[config.mk]
export PLATFORM = sky130hd
export DESIGN_NAME = fnd_scan_ctrl_flat
export DESIGN_NICKNAME = d
export VERILOG_FILES = /design/src/rtl/fnd_scan_ctrl_if.sv /design/src/rtl/fnd_scan_ctrl.sv /design/src/flat_wrapper.sv
export SDC_FILE = /design/constraint.sdc
export NUM_CORES = 1
export LEC_CHECK = 0
export BUFFER_PORTS_ARGS = -buffer_cell sky130_fd_sc_hd__buf_2
export CAP_MARGIN = 20
export CORE_MARGIN = 4
export CORE_UTILIZATION = 50
export CTS_CLUSTER_DIAMETER = 30
export CTS_CLUSTER_SIZE = 8
export DETAILED_ROUTE_END_ITERATION = 8
export PLACE_DENSITY = 0.79
export SLEW_MARGIN = 20
export SYNTH_ARGS = -nofsm -noshare
export SYNTH_HDL_FRONTEND = slang
export SYNTH_SLANG_ARGS = --single-unit
export TNS_END_PERCENT = 30
[constraint.sdc]
create_clock -name i_clk_fnd -period 3.46 [get_ports i_clk_fnd]
set_input_delay 0.692 -clock i_clk_fnd [delete_from_list [all_inputs] [get_ports i_clk_fnd]]
set_output_delay 0.692 -clock i_clk_fnd [all_outputs]
set_load 0.02 [all_outputs]
[src/rtl/fnd_scan_ctrl_if.sv]
// Bus-side bundle of the FND scan controller.
// Master = register block, slave = fnd_scan_ctrl.
interface fnd_scan_ctrl_if;
  logic        i_enable;
  logic [15:0] i_digits;
  logic [3:0]  i_dp;
  logic        i_update;
  logic [3:0]  i_brightness;
  logic [3:0]  o_digit_sel;
  logic [7:0]  o_seg;
  logic        o_frame_done;
  logic        o_pending;

  modport master (
    output i_enable, i_digits, i_dp,
    output i_update, i_brightness,
    input  o_digit_sel, o_seg,
    input  o_frame_done, o_pending
  );

  modport slave (
    input  i_enable, i_digits, i_dp,
    input  i_update, i_brightness,
    output o_digit_sel, o_seg,
    output o_frame_done, o_pending
  );
endinterface

[src/rtl/fnd_scan_ctrl.sv]
// 4-digit FND scan controller: blanking gap, PWM dimming, tear-free frames.
// Optional leading-zero blanking when FND_LZB_EN is defined.
module fnd_scan_ctrl #(
  parameter int DWELL_CYCLES = 15,
  parameter int BLANK_CYCLES = 2
) (
  input  logic          i_clk_fnd,
  input  logic          i_reset,
  fnd_scan_ctrl_if.slave bus
);

  typedef enum logic [1:0] {
    IDLE,
    BLANK,
    ON,
    OFF
  } state_e;

  localparam int MAXC =
    (BLANK_CYCLES > DWELL_CYCLES) ? BLANK_CYCLES : DWELL_CYCLES;
  localparam int CW = $clog2(MAXC + 1);
  localparam logic [CW-1:0] BLANK_LAST = CW'(BLANK_CYCLES - 1);
  localparam logic [3:0] DWELL = 4'(DWELL_CYCLES);

  state_e        state_q, state_d;
  logic [CW-1:0] cnt_q, cnt_d;
  logic [1:0]    idx_q, idx_d;
  logic [3:0]    b_q, b_d;
  logic [15:0]   stg_dig_q, stg_dig_d;
  logic [3:0]    stg_dp_q, stg_dp_d;
  logic [15:0]   shd_dig_q, shd_dig_d;
  logic [3:0]    shd_dp_q, shd_dp_d;
  logic          pend_q, pend_d;
  logic [3:0]    sel_q, sel_d;
  logic [7:0]    seg_q, seg_d;
  logic          fd_q, fd_d;

  logic [3:0]    bclamp;
  logic          end_c;
  logic [3:0]    nib;
  logic          dp_bit;
  logic          lzb;

  // Last cycle of a digit slot for the given state/count/brightness.
  function automatic logic slot_end(
    state_e s, logic [CW-1:0] c, logic [3:0] b
  );
    logic r;
    r = 1'b0;
    case (s)
      ON:      r = (b == DWELL) && (c == CW'(b - 4'd1));
      OFF:     r = (c == CW'(DWELL - b - 4'd1));
      default: r = 1'b0;
    endcase
    return r;
  endfunction

  // Active-low hex decode, {g,f,e,d,c,b,a}.
  function automatic logic [6:0] hex7(logic [3:0] n);
    logic [6:0] s;
    s = 7'h7F;
    unique case (n)
      4'h0: s = 7'h40;
      4'h1: s = 7'h79;
      4'h2: s = 7'h24;
      4'h3: s = 7'h30;
      4'h4: s = 7'h19;
      4'h5: s = 7'h12;
      4'h6: s = 7'h02;
      4'h7: s = 7'h78;
      4'h8: s = 7'h00;
      4'h9: s = 7'h10;
      4'hA: s = 7'h08;
      4'hB: s = 7'h03;
      4'hC: s = 7'h46;
      4'hD: s = 7'h21;
      4'hE: s = 7'h06;
      4'hF: s = 7'h0E;
    endcase
    return s;
  endfunction

  assign bclamp =
    (bus.i_brightness > DWELL) ? DWELL : bus.i_brightness;
  assign end_c = slot_end(state_q, cnt_q, b_q);

  // Scan sequencing, frame-boundary shadow load and staging.
  always_comb begin
    state_d   = state_q;
    cnt_d     = cnt_q + 1'b1;
    idx_d     = idx_q;
    b_d       = b_q;
    stg_dig_d = stg_dig_q;
    stg_dp_d  = stg_dp_q;
    shd_dig_d = shd_dig_q;
    shd_dp_d  = shd_dp_q;
    pend_d    = pend_q;
    case (state_q)
      IDLE: begin
        cnt_d = '0;
        if (bus.i_enable) begin
          state_d   = BLANK;
          idx_d     = 2'd0;
          shd_dig_d = stg_dig_q;
          shd_dp_d  = stg_dp_q;
          pend_d    = 1'b0;
        end
      end
      BLANK: begin
        if (cnt_q == BLANK_LAST) begin
          cnt_d   = '0;
          b_d     = bclamp;
          state_d = (bclamp != 4'd0) ? ON : OFF;
        end
      end
      ON: begin
        if (cnt_q == CW'(b_q - 4'd1)) begin
          cnt_d   = '0;
          state_d = OFF;
        end
      end
      default: ;
    endcase
    if (end_c) begin
      cnt_d = '0;
      if (idx_q == 2'd3 && pend_q) begin
        shd_dig_d = stg_dig_q;
        shd_dp_d  = stg_dp_q;
        pend_d    = 1'b0;
      end
      if (bus.i_enable) begin
        state_d = BLANK;
        idx_d   = idx_q + 2'd1;
      end else begin
        state_d = IDLE;
        idx_d   = 2'd0;
      end
    end
    if (bus.i_update) begin
      stg_dig_d = bus.i_digits;
      stg_dp_d  = bus.i_dp;
      pend_d    = 1'b1;
    end
  end

  // Pin values for the upcoming cycle, from next-state.
  always_comb begin
    nib    = shd_dig_d[{idx_d, 2'b00} +: 4];
    dp_bit = shd_dp_d[idx_d];
    lzb    = 1'b0;
`ifdef FND_LZB_EN
    unique case (idx_d)
      2'd3: lzb = (shd_dig_d[15:12] == 4'h0);
      2'd2: lzb = (shd_dig_d[15:8] == 8'h00);
      2'd1: lzb = (shd_dig_d[15:4] == 12'h000);
      2'd0: lzb = 1'b0;
    endcase
`endif
    sel_d = 4'hF;
    seg_d = 8'hFF;
    if (state_d == ON) begin
      sel_d = ~(4'b0001 << idx_d);
      seg_d = {~dp_bit, lzb ? 7'h7F : hex7(nib)};
    end
    fd_d = slot_end(state_d, cnt_d, b_d) && (idx_d == 2'd3);
  end

  // State and registered outputs, async clear.
  always_ff @(posedge i_clk_fnd or posedge i_reset) begin
    if (i_reset) begin
      state_q   <= IDLE;
      cnt_q     <= '0;
      idx_q     <= 2'd0;
      b_q       <= 4'd0;
      stg_dig_q <= 16'h0;
      stg_dp_q  <= 4'h0;
      shd_dig_q <= 16'h0;
      shd_dp_q  <= 4'h0;
      pend_q    <= 1'b0;
      sel_q     <= 4'hF;
      seg_q     <= 8'hFF;
      fd_q      <= 1'b0;
    end else begin
      state_q   <= state_d;
      cnt_q     <= cnt_d;
      idx_q     <= idx_d;
      b_q       <= b_d;
      stg_dig_q <= stg_dig_d;
      stg_dp_q  <= stg_dp_d;
      shd_dig_q <= shd_dig_d;
      shd_dp_q  <= shd_dp_d;
      pend_q    <= pend_d;
      sel_q     <= sel_d;
      seg_q     <= seg_d;
      fd_q      <= fd_d;
    end
  end

  assign bus.o_digit_sel  = sel_q;
  assign bus.o_seg        = seg_q;
  assign bus.o_frame_done = fd_q;
  assign bus.o_pending    = pend_q;

endmodule

[src/flat_wrapper.sv]
// flat-port wrapper written by rule: the top's interface ports become plain ports
module fnd_scan_ctrl_flat 
#(
  parameter int DWELL_CYCLES = 15,
  parameter int BLANK_CYCLES = 2
)
  (i_clk_fnd, i_reset, bus_i_enable, bus_i_digits, bus_i_dp, bus_i_update, bus_i_brightness, bus_o_digit_sel, bus_o_seg, bus_o_frame_done, bus_o_pending);
  fnd_scan_ctrl_if bus_i ();
  input  logic i_clk_fnd;
  input  logic i_reset;
  input wire logic [$bits(bus_i.i_enable)-1:0] bus_i_enable;
  input wire logic [$bits(bus_i.i_digits)-1:0] bus_i_digits;
  input wire logic [$bits(bus_i.i_dp)-1:0] bus_i_dp;
  input wire logic [$bits(bus_i.i_update)-1:0] bus_i_update;
  input wire logic [$bits(bus_i.i_brightness)-1:0] bus_i_brightness;
  output wire logic [$bits(bus_i.o_digit_sel)-1:0] bus_o_digit_sel;
  output wire logic [$bits(bus_i.o_seg)-1:0] bus_o_seg;
  output wire logic [$bits(bus_i.o_frame_done)-1:0] bus_o_frame_done;
  output wire logic [$bits(bus_i.o_pending)-1:0] bus_o_pending;
  assign bus_i.i_enable = bus_i_enable;
  assign bus_i.i_digits = bus_i_digits;
  assign bus_i.i_dp = bus_i_dp;
  assign bus_i.i_update = bus_i_update;
  assign bus_i.i_brightness = bus_i_brightness;
  assign bus_o_digit_sel = bus_i.o_digit_sel;
  assign bus_o_seg = bus_i.o_seg;
  assign bus_o_frame_done = bus_i.o_frame_done;
  assign bus_o_pending = bus_i.o_pending;
  fnd_scan_ctrl #(.DWELL_CYCLES(DWELL_CYCLES), .BLANK_CYCLES(BLANK_CYCLES)) u_core (.i_clk_fnd(i_clk_fnd), .i_reset(i_reset), .bus(bus_i));
endmodule
# Word level (Yosys, flattened, before mapping)
# Memories as Yosys holds them, arrays and structs flattened.
# Cells that the tools add are included.
[op_classes]
addsub = 8
mul = 0
n_div = 0
n_lt_le_gt_ge = 2
n_eq_ne = 14
shifts = 2
n_mux = 37
bitwise_logic = 2
reduce_logical = 6
[op_table]
columns = ["cell", "n"]
rows = [
  ["$mux W16", 4],
  ["$mux W4", 11],
  ["$eq A4 B4 Y1", 4],
  ["$mux W2", 8],
  ["$shiftx A16 B5 Y4", 1],
  ["$sub A4 B1 Y4 const B", 4],
  ["$eq A2 B2 Y1 const B", 6],
  ["$pmux W4 S3", 1],
  ["$eq A4 B4 Y1 const B", 2],
  ["$mux W1", 8],
  ["$mux W8", 1],
  ["$sub A4 B4 Y4 const A", 2],
  ["$pmux W2 S3", 1],
  ["$add A4 B1 Y4 const B", 1],
  ["$eq A4 B1 Y1 const B", 1],
  ["$gt A4 B4 Y1 const B", 1],
  ["$logic_and A1 B1 Y1", 4],
  ["$not A4 Y4", 1],
  ["$pmux W1 S2", 2],
  ["$reduce_bool A4 Y1", 1],
  ["$shl A1 B2 Y4 const A", 1],
  ["$lt A2 B3 Y1 const B", 1],
  ["$add A2 B1 Y2 const B", 1],
  ["$bmux W1 S2", 1],
  ["other kinds (3)", 3],
]
[totals]
register_bits = 66
latchBits = 0
ramBits = 0
rom_bits = 112
in_bits = 28
out_inout_bits = 14
elab_cells = 84
memories = 1
[mem_list]
columns = ["name", "depth", "width", "read_ports", "rd_clocked_by_memory_dff", "wr", "line", "rtl"]
rows = [
  ["(no name shown)", 16, 7, 1, 0, 0, "fnd_scan_ctrl.sv:62", "unique case (n)"],
]

# Longest topological paths before layout
# Gate-level depths: netlist of run 1.
[depth]
word_depth = 10
ltp_mapped = 16
depth_no_buf = 15

# Least setup slack after synthesis of run 1
# OpenSTA, ideal clock, no wires.
[synth_path]
path_kind = "reg-to-reg"
start = "reg u_core.b_q[0]"
end = "reg u_core.seg_q[3] (netlist: u_core.bus.o_seg[3])"
setup_ns = 0.084
arrival_ns = 3.431
slack_ns = -0.055
path_stages_with_launch = 17
n_path_buf = 2
period_less_slack_ns = 3.515
cell_sequence = "dfrtp_1 -> inv_1 -> ha_1 -> xor2_1 -> nand4_1 -> o41a_2 -> nand2_4 -> buf_12 -> buf_6 -> mux2_2 -> mux2_2 -> mux2i_1 -> inv_1 -> ha_1 -> and2_1 -> a211oi_1 -> o21ai_1"
[synth_via]
elab_chain_len = 8
elab_cells_between_ends = 17
classes_between = "add/sub (3); eq/ne (4); shift (1); mux (7); reduce/logical (1); memory (1)"
[synth_rtl]
columns = ["element", "line", "rtl"]
rows = [
  ["start: declaration", "fnd_scan_ctrl.sv:28", "logic [3:0] b_q, b_d;"],
  ["start signal: assignment", "fnd_scan_ctrl.sv:174", "b_q <= 4'd0;"],
  ["start signal: assignment", "fnd_scan_ctrl.sv:187", "b_q <= b_d;"],
  ["$sub A4 B4 Y4 or $sub A4 B1 Y4 (tied branches)", "fnd_scan_ctrl.sv:52, fnd_scan_ctrl.sv:51", ""],
  ["$sub A4 B1 Y4 or $eq A4 B4 Y1 (tied branches)", "fnd_scan_ctrl.sv:52, fnd_scan_ctrl.sv:51", ""],
  ["$eq A4 B4 Y1 or $logic_and A1 B1 Y1 (tied branches)", "fnd_scan_ctrl.sv:52, fnd_scan_ctrl.sv:51", ""],
  ["$pmux W1 S2 (*)", "fnd_scan_ctrl.sv:50", "case (s)"],
  ["$mux W16 (*)", "fnd_scan_ctrl.sv:124", "if (end_c) begin"],
  ["named net u_core.shd_dig_d[13]", "fnd_scan_ctrl.sv:31", "logic [15:0] shd_dig_q, shd_dig_d;"],
  ["$shiftx A16 B5 Y4 (*)", "fnd_scan_ctrl.sv:148", "nib = shd_dig_d[{idx_d, 2'b00} +: 4];"],
  ["$mem_v2 Z16 W7 (*)", "n/a", ""],
  ["$mux W8 (*)", "fnd_scan_ctrl.sv:161", "if (state_d == ON) begin"],
  ["named net u_core.seg_d[3]", "fnd_scan_ctrl.sv:35", "logic [7:0] seg_q, seg_d;"],
  ["end signal: assignment", "fnd_scan_ctrl.sv:194", "seg_q <= seg_d;"],
  ["end: declaration", "fnd_scan_ctrl.sv:35", ""],
]
# Mark *: on every way through the listed nets, which the timed path passes. The rest lies on a longest branch.
# A chain may end at the register's enable or synchronous reset.

# Final worst setup path of run 1
[layout_path]
start = "reg u_core.b_q[1]"
end = "reg u_core.seg_q[0] (netlist: u_core.bus.o_seg[0])"
# Same word-level chain as after synthesis.

==> summary.txt, run 1 <==
Detailed routing
  – DR iter-0 viols: 77
  – M1 wire length: 2770 um
  – Met2 Wirelength: 3260 um
  – WL/cell: 15.9 um
  – Vias per cell: 5.38
  – Post-DRT Antenna Nets: 0
  – Routed wl met3: 360 um
  – Via count: 2,184
  – DRC viols: 0
  – Aggregate routed wire length: 6440 um
  – Top Metal Used: met4
  – DR pass1 iterations: 4

Clocking
  – H-Tree Depth: 3
  – CTS root buffer: clkbuf_8
  – Skew-Pair Late Insertion Delay: 340 ps
  – Hold-fix buffers at CTS: 0
  – Clock sinks: 66
  – Clock-pin slew on the worst setup and hold paths: 70 ps
  – TritonCTS buffer count: 9
  – Max Root-Sink Buffers: 2
  – CTS tree: done

Global route
  – Grt total ovfl: 0
  – Initial antenna violation count: 0
  – Vias in the first global route: 2,150
  – Largest net degree at the start of global routing: 42
  – First-pass GRT wire length: 10,100 um
  – Total track usage: 0.169

Floorplan
  – Die area: 7860 um2
  – DIE WIDTH: 88.7 um
  – Die height: 88.7 um
  – Core area: 6350 um2
  – Initial core utilization: 0.513
  – Ports: 42
  – Cell Rows: 29

STA
  – Setup ws final: -19.3 ps
  – Crit share post-route: 1.01
  – Hold Vio Cnt, Final: 0
  – Final setup fails: 2
  – Max Clk Rate: 0.287 GHz
  – Max-slew violation count: 0
  – RSZ-0062 raised after global routing: true
  – Rel. slew slack: 0.434
  – Clk_skew: 8.29 ps
  – Post-layout minimum cycle time: 3480 ps
  – Worst Max-Slew Pin Slew: 848 ps

Final layout
  – Design area: 3990 um2
  – Net count, final: 364
  – Layout Cells excl Fill: 406
  – Area delta synth->final: 22.5%
  – Fraction of layout cells with a size suffix above 1: 0.498
  – Fillers: 487
  – ANT cells: 0

Synthesis
  – Ys flop type: dfrtp_1
  – Cell count after synthesis: 256
  – Mapped Area: 3250 um2
  – Mapped Avg Cell Area: 12.7 um2
  – Asr flop ratio synth: 1.00
  – Mapped Nets: 296
  – Yosys reg bits: 66
  – Sequential fraction of the synthesis area: 0.512
  – Yosys Warn Count: 0
  – Number of synthesized flops with an enable pin: 0
  – Post-synth cell types: 47

Critical path
  – CP Launch Type: flip-flop
  – Worst Path Arrival: 3750 ps
  – Critical path class: reg2reg
  – Worst Setup SP: u_core.b_q[1]
  – Critical R2R Launch: u_core.b_q[1]
  – CP Capture Type: flip-flop
  – Worst Path Max Fanout: 8
  – Crit path required time: 3730 ps

Placed design
  – Post-detail-place hpwl: 4390 um
  – Cell area after placement: 3580 um2
  – Routability cong.: 0.826
  – IO buf count: 41
  – Inst Count DP: 377

Hold path
  – Worst Hold Class: reg2reg
  – Worst hold start: u_core.shd_dig_q[13]

Pwr
  – Worst VDD drop: 0.634 mV
  – Power per Cell Area: 964 nW/um2
  – Leakage power: 1.80 nW

Job
  – Max Cap Violations: 0

Run status
  – Failing checks: negative setup slack
  – Status: complete, but fails checks
critical path, cell delays in order (launching register included):
cell and delay [ps]:
dfrtp_1 390, inv_2 70, ha_4 280, xor2_4 180
nand4b_1 150, or4_4 610, nand2_8 130, buf_8 140
mux2_4 310, mux2_4 260, mux2_4 320, or2_4 290
and3b_1 180, o21ai_2 100
worst paths after layout:
path                                              to  slack, ps  depth (start not counted)
min in group asynchronous            u_core.cnt_q[0]        520                          2
worst min register to register  u_core.shd_dig_q[13]        500                          1
max in group asynchronous        u_core.bus.o_seg[0]       2140                          3
worst min-delay path            u_core.shd_dig_q[13]        500                          1
worst max-delay path             u_core.bus.o_seg[0]        -20                         13
worst max register to register   u_core.bus.o_seg[0]        -20                         13
through the flow:
stage / hold slack [ps] / utilization / power (mW) / setup slack, ps / setup TNS, ps
4_1_cts: 486 / 0.598 / 3.57 / 18.2 / 0
2_1_floorplan: 447 / - / 2.49 / 11.4 / 0
6_report: 497 / 0.628 / 3.84 / -19.3 / -31.2
3_3_place_gp: 462 / 0.564 / 2.80 / 153 / 0
5_1_grt: 508 / 0.628 / 4.13 / -176 / -957
3_5_place_dp: 470 / 0.564 / 2.85 / 29.8 / 0
layout make-up:
cell class / instances / area [um2] / area share
clock buffer: 9 / 124 / 0.0311
clock inverter: 7 / 93.8 / 0.0235
inverter: 18 / 67.6 / 0.0169
tap: 77 / 96.3 / 0.0242
timing repair buffer: 63 / 382 / 0.0957
multi-input combinational: 166 / 1560 / 0.391
sequential: 66 / 1670 / 0.418
Yosys cell counts (all sizes together) (6+ instances only):
cell | n | area share
inv | 18 | 0.021
nand3 | 6 | 0.0092
ha | 12 | 0.046
nor2 | 11 | 0.013
xnor2 | 11 | 0.030
nand2 | 15 | 0.020
mux2 | 48 | 0.17
dfrtp | 54 | 0.42
dfstp | 12 | 0.097
or3 | 6 | 0.012
o21ai | 7 | 0.012
mux2i | 10 | 0.032
xor2 | 6 | 0.021
power breakdown:
part	switching (mW)	internal, mW
clock	0.296	0.404
combinational	1.04	0.929
sequential	0.136	1.04
total	1.47	2.38
state kept, by name (all words and copies together) (netlist names):
| signal | count |
|---|---|
| u_core.shd_dp_q | 4 |
| u_core.b_q | 4 |
| u_core.bus.o_frame_done | 1 |
| u_core.bus.o_seg | 8 |
| u_core.bus.o_digit_sel | 4 |
| u_core.stg_dig_q | 16 |
| u_core.cnt_q | 4 |
| u_core.shd_dig_q | 16 |
| u_core.bus.o_pending | 1 |
| u_core.stg_dp_q | 4 |
| u_core.state_q | 2 |
| u_core.idx_q | 2 |
placed cells by master (no fill, tap or decap), types with 2 or more instances in the layout:
cell type   count
mux2i_2         2
or3_1           4
nor2_1         10
inv_2           5
o221ai_1        3
nor3_1          3
mux2_4          9
nand4_1         4
xnor2_1        11
mux2_2         38
dfstp_2        12
a21oi_1         3
inv_1          13
o21ai_0         5
clkbuf_8        9
bufinv_16       2
mux2i_1         8
xor2_2          2
dfrtp_1        54
clkinvlp_4      2
xor2_1          3
nand2_1        14
nand3_1         6
buf_4          20
ha_1           11
buf_2          41
clkinv_2        2
cell families after synthesis:
logic type,synth area share
buffers and inverters,0.0373
XOR/XNOR,0.0504
adder cells (fa/ha/maj),0.0461
AND/OR/NAND/NOR,0.0996
flip-flops,0.512
AO/OA/AOI/OAI,0.0507
multiplexers,0.204
metal layers:
metal  track usage  up-vias
li1              -     1036
met1         0.199     1086
met2         0.291       56
met3        0.0624        6
met4        0.0426        0
met5             0        -
what timing repair did:
item                       4_1_cts  5_1_grt
gates resized for setup          0       22
setup buffers                    0       13
setup endpoints to repair        0        7
Power figures use the tool's default switching activity.
==> inputs of run 2 (changes only) <==
- CELL_PAD_IN_SITES_DETAIL_PLACEMENT: unset -> 1
- CELL_PAD_IN_SITES_GLOBAL_PLACEMENT: unset -> 1
- CORE_UTILIZATION: 50 -> 42
- PLACE_DENSITY: 0.79 -> 0.81
==> summary.txt, run 2 (synthesis results as in run 1) <==
STA
  – Hold Vio Cnt, Final: 0
  – Final setup fails: 0
  – Worst Max-Slew Pin Slew: 810 ps
  – Post-layout minimum cycle time: 3410 ps
  – Max-slew violation count: 0
  – Crit share post-route: 0.984
  – Max Clk Rate: 0.294 GHz
  – RSZ-0062 raised after global routing: true
  – Rel. slew slack: 0.460
  – Clk_skew: 7.81 ps

Critical path
  – R2r setup slk: 50 ps
  – CP Capture Type: flip-flop
  – Max stage delay on crit path: 610 ps
  – Crit path required time: 3710 ps
  – Worst path top cell family by delay: simple AND/OR/NAND/NOR gates
  – Critical R2R Launch: u_core.b_q[1]
  – CP Launch Type: flip-flop
  – FF-to-FF path depth: 13
  – R2R Path End: u_core.bus.o_seg[1]
  – WP buf/inv: 3
  – Worst Path Max Fanout: 10
  – Worst Path Arrival: 3650 ps
  – CP cell instances: inv_1, ha_4, xor2_2, nand4b_1, or4_4, nand2_8, buf_6, mux2_2, or3_2, nand4_4, inv_2, o21ai_0, o221ai_1
  – Critical path class: reg2reg
  – Crit-path slowest cell: or4_4

Clocking
  – Clock sinks: 66
  – Max Root-Sink Buffers: 2
  – Clock-pin slew on the worst setup and hold paths: 70 ps
  – CTS tree: done
  – TritonCTS buffer count: 9
  – Skew-Pair Late Insertion Delay: 340 ps
  – H-Tree Depth: 3
  – CTS root buffer: clkbuf_8

Placed design
  – Post-detail-place hpwl: 5040 um
  – IO buf count: 41
  – Routability cong.: 0.829
  – Cell area after placement: 3590 um2

Global route
  – Grt total ovfl: 0
  – Vias in the first global route: 2,365
  – Largest net degree at the start of global routing: 67
  – First-pass GRT wire length: 11,500 um
  – Initial antenna violation count: 0
  – Total track usage: 0.168

Final layout
  – Net count, final: 362
  – Most common cell after layout, fill and taps aside: dfrtp_1
  – Design area: 3980 um2
  – ANT cells: 0
  – Fraction of layout cells with a size suffix above 1: 0.498
  – Most frequent cells in the layout: 54 x dfrtp_1, 41 x buf_2, 38 x mux2_2
  – Area delta synth->final: 22.4%
  – Final core occ: 0.538

Detailed routing
  – Via count: 2,171
  – Vias per cell: 5.10
  – DRC viols: 0
  – Aggregate routed wire length: 7340 um
  – WL/cell: 17.2 um
  – DR pass1 iterations: 4
  – DR iter-0 viols: 53
  – Post-DRT Antenna Nets: 0

Pwr
  – Power per Cell Area: 951 nW/um2
  – Sequential Power Share: 0.311
  – Comb pwr share: 0.523
  – Switching Fraction: 0.396
  – Clock share of power: 0.165
  – Internal power: 2.29 mW
  – Total power: 3.79 mW
  – Leakage power: 1.77 nW
  – Switching power total: 1.50 mW
  – Worst VDD drop: 0.433 mV

Floorplan
  – Die area: 9220 um2
  – DIE WIDTH: 96.0 um
  – Die height: 96.0 um
  – Cell Rows: 31
  – Initial core utilization: 0.439
  – Core area: 7410 um2
  – Ports: 42

Hold path
  – WHS Endpoint: u_core.shd_dig_q[15]
  – Hold depth: 1
  – Worst Hold Class: reg2reg
  – Worst hold start: u_core.shd_dig_q[15]

Job
  – Max Cap Violations: 0

Run status
  – Status: completed
-- run 2: power groups by stage --
stage | Sequential [mW] | Clock [mW] | Combinational, mW
2_1_floorplan | 1.21 | 0 | 1.28
3_3_place_gp | 1.18 | 0 | 1.66
3_5_place_dp | 1.19 | 0 | 1.73
4_1_cts | 1.18 | 0.643 | 1.79
5_1_grt | 1.21 | 0.682 | 2.19
6_report | 1.18 | 0.626 | 1.98
-- run 2: worst max-delay path by stage --
stage | start | to | slack, ps | cells after the start
final | u_core.b_q[1] | u_core.bus.o_seg[1] | 50 | 13
after global routing | u_core.b_q[0] | u_core.bus.o_seg[3] | -90 | 15
after CTS | u_core.b_q[1] | u_core.bus.o_seg[0] | -8 | 13
after detailed placement | u_core.b_q[1] | u_core.bus.o_seg[3] | -130 | 14
after global placement | u_core.b_q[1] | u_core.bus.o_seg[3] | 90 | 14
after floorplan | u_core.b_q[0] | u_core.bus.o_seg[3] | 10 | 16
-- run 2: worst reg2reg max path, cell delays in order (launching register included) --
cell,delay (ps)
dfrtp_1,340
inv_1,80
ha_4,280
xor2_2,160
nand4b_1,150
or4_4,610
nand2_8,130
buf_6,110
mux2_2,340
or3_2,500
nand4_4,180
inv_2,80
o21ai_0,190
o221ai_1,160
-- run 2: cell type report --
| class | instances | area [um2] |
|---|---|---|
| Sequential cell | 66 | 1670 |
| Fill cell | 797 | 3430 |
| Clock inverter | 5 | 55.1 |
| Clock buffer | 11 | 131 |
| Tap cell | 99 | 124 |
| Multi-Input combinational cell | 166 | 1570 |
| Inverter | 18 | 70.1 |
| Timing Repair Buffer | 61 | 367 |
-- run 2: metal layers --
metal | vias to the layer above | share of wire | GRT usage
li1 | 1036 | - | -
met1 | 1088 | 0.43 | 0.204
met2 | 38 | 0.52 | 0.290
met3 | 9 | 0.040 | 0.0399
met4 | 0 | 0.011 | 0.0640
met5 | - | 0 | 0
-- run 2: per-stage QoR --
stage | TNS, ps | cells | hold slack [ps] | setup WS (ps)
final | 0 | 426 | 493 | 55.0
after global routing | -306 | 426 | 515 | -88.4
after CTS | -8.10 | 417 | 486 | -8.10
after detailed placement | -189 | 397 | 471 | -131
after global placement | 0 | 397 | 461 | 87.7
after floorplan | 0 | 256 | 447 | 11.4
-- run 2: repair_timing --
action,CTS,global route
pin swaps,1,9
setup endpoints to repair,6,7
gates resized for setup,2,21
buffers inserted,4,9
hold buffers,0,0
==> inputs of run 3 (changes only) <==
- CORE_UTILIZATION: 42 -> 50
- PLACE_DENSITY: 0.81 -> 0.9
- clock period: 3.46 -> 4.29 ns (I/O delays scaled with it)
==> summary.txt, run 3 (synthesis results as in run 1) <==
Clocking
  – H-Tree Depth: 3
  – Skew-Pair Late Insertion Delay: 350 ps
  – Postcts setup bufs: 0
  – CTS root buffer: clkbuf_8
  – Clock-pin slew on the worst setup and hold paths: 70 ps
  – Max Root-Sink Buffers: 2
  – Hold-fix buffers at CTS: 0
  – Post-CTS Resized: 0
  – TritonCTS buffer count: 9
  – CTS tree: done
  – Clock sinks: 66

Detailed routing
  – Via count: 2,105
  – Vias per cell: 5.45
  – DR pass1 iterations: 4
  – DRC viols: 0
  – DR iter-0 viols: 73
  – Aggregate routed wire length: 7370 um
  – Post-DRT Antenna Nets: 0
  – WL/cell: 19.1 um

STA
  – Crit share post-route: 0.909
  – Clk_skew: 11.8 ps
  – TNS Setup: 0 ps
  – Hold Vio Cnt, Final: 0
  – Rel. slew slack: 0.427
  – Worst Max-Slew Pin Slew: 858 ps
  – Max-slew violation count: 0
  – Max Clk Rate: 0.256 GHz
  – Final setup fails: 0
  – Setup ws final: 390 ps
  – Post-layout minimum cycle time: 3900 ps
  – RSZ-0062 raised after global routing: false
  – Hold slack: 493 ps

Floorplan
  – Cell Rows: 29
  – Ports: 42
  – DIE WIDTH: 88.7 um
  – Initial core utilization: 0.513
  – Die area: 7860 um2
  – Core area: 6350 um2
  – Die height: 88.7 um

Critical path
  – FF-to-FF path depth: 14
  – Worst Setup SP: u_core.b_q[0]
  – Worst Path Arrival: 4170 ps
  – Crit path required time: 4560 ps
  – Critical path class: reg2reg
  – R2r setup slk: 390 ps
  – Critical R2R Launch: u_core.b_q[0]
  – CP Launch Type: flip-flop
  – CP Capture Type: flip-flop
  – Worst Path Max Fanout: 20
  – R2R Path End: u_core.bus.o_seg[3]

Placed design
  – IO buf count: 41
  – Pre-CTS setup slack: 448 ps
  – Routability cong.: 0.810
  – Post-detail-place hpwl: 5300 um

Pwr
  – Comb pwr share: 0.470
  – Worst VDD drop: 0.358 mV
  – Switching power total: 1.16 mW
  – Sequential Power Share: 0.332
  – Leakage power: 1.67 nW
  – Switching Fraction: 0.399
  – Clock share of power: 0.198
  – Power per Cell Area: 776 nW/um2
  – Internal power: 1.74 mW

Final layout
  – Fraction of layout cells with a size suffix above 1: 0.427
  – Most common cell after layout, fill and taps aside: dfrtp_1
  – Area delta synth->final: 14.8%
  – Net count, final: 344
  – Most frequent cells in the layout: 54 x dfrtp_1, 41 x buf_2, 39 x mux2_2
  – ANT cells: 0

Global route
  – Vias in the first global route: 2,345
  – Total track usage: 0.208
  – First-pass GRT wire length: 12,000 um
  – Grt total ovfl: 0
  – Largest net degree at the start of global routing: 53
  – Initial antenna violation count: 0

Job
  – Max Cap Violations: 0

Hold path
  – Worst Hold Class: reg2reg
  – Worst hold start: u_core.shd_dig_q[11]
  – Hold depth: 1
  – WHS Endpoint: u_core.shd_dig_q[11]

Run status
  – Status: completed
==> run 3: routing by layer <==
layer	track usage	wire length, um
met4	0.0742	106
met2	0.357	3850
met5	0	0
met3	0.0624	342
met1	0.246	3070
==> run 3: metrics by stage <==
step           utilization  total power, mW  instances  instance area [um2]
3_5_place_dp         0.554             2.33        370                 3520
3_3_place_gp         0.554             2.23        370                 3520
5_1_grt              0.588             3.13        386                 3740
4_1_cts              0.588             2.92        386                 3730
2_1_floorplan            -             1.99        256                 3250
6_report             0.588             2.90        386                 3740
==> run 3: critical path, stage by stage (launching register included) <==
cell and delay (ps):
dfrtp_1 430, inv_1 80, ha_1 300, xor2_1 300, nand4_1 190, o41a_2 450
nand2_4 260, mux2_2 410, mux2_2 270, mux2i_1 320, inv_1 150, ha_1 240
and2_1 160, a211oi_1 170, o21ai_1 90
==> run 3: layout make-up <==
class                           count  area, um2
Clock buffer                       10        128
Clock inverter                      6       90.1
Fill cell                         671       2610
Inverter                           18       68.8
Multi-Input combinational cell    166       1470
Sequential cell                    66       1670
Tap cell                           77       96.3
Timing Repair Buffer               43        220
==> run 3: worst max-delay path by stage <==
stage | endpoint | cells after the start
after global routing | u_core.bus.o_seg[3] | 14
after CTS | u_core.bus.o_seg[3] | 14
after detailed placement | u_core.bus.o_seg[3] | 14
after floorplan | u_core.bus.o_seg[3] | 16
final | u_core.bus.o_seg[3] | 14
after global placement | u_core.bus.o_seg[3] | 14
==> run 3: power by group through the flow <==
stage / logic [mW] / registers, mW / clock network [mW]
floorplan: 1.02 / 0.972 / 0
global placement: 1.28 / 0.956 / 0
detailed placement: 1.36 / 0.969 / 0
CTS: 1.38 / 0.962 / 0.586
global route: 1.52 / 0.987 / 0.622
finish: 1.36 / 0.963 / 0.574
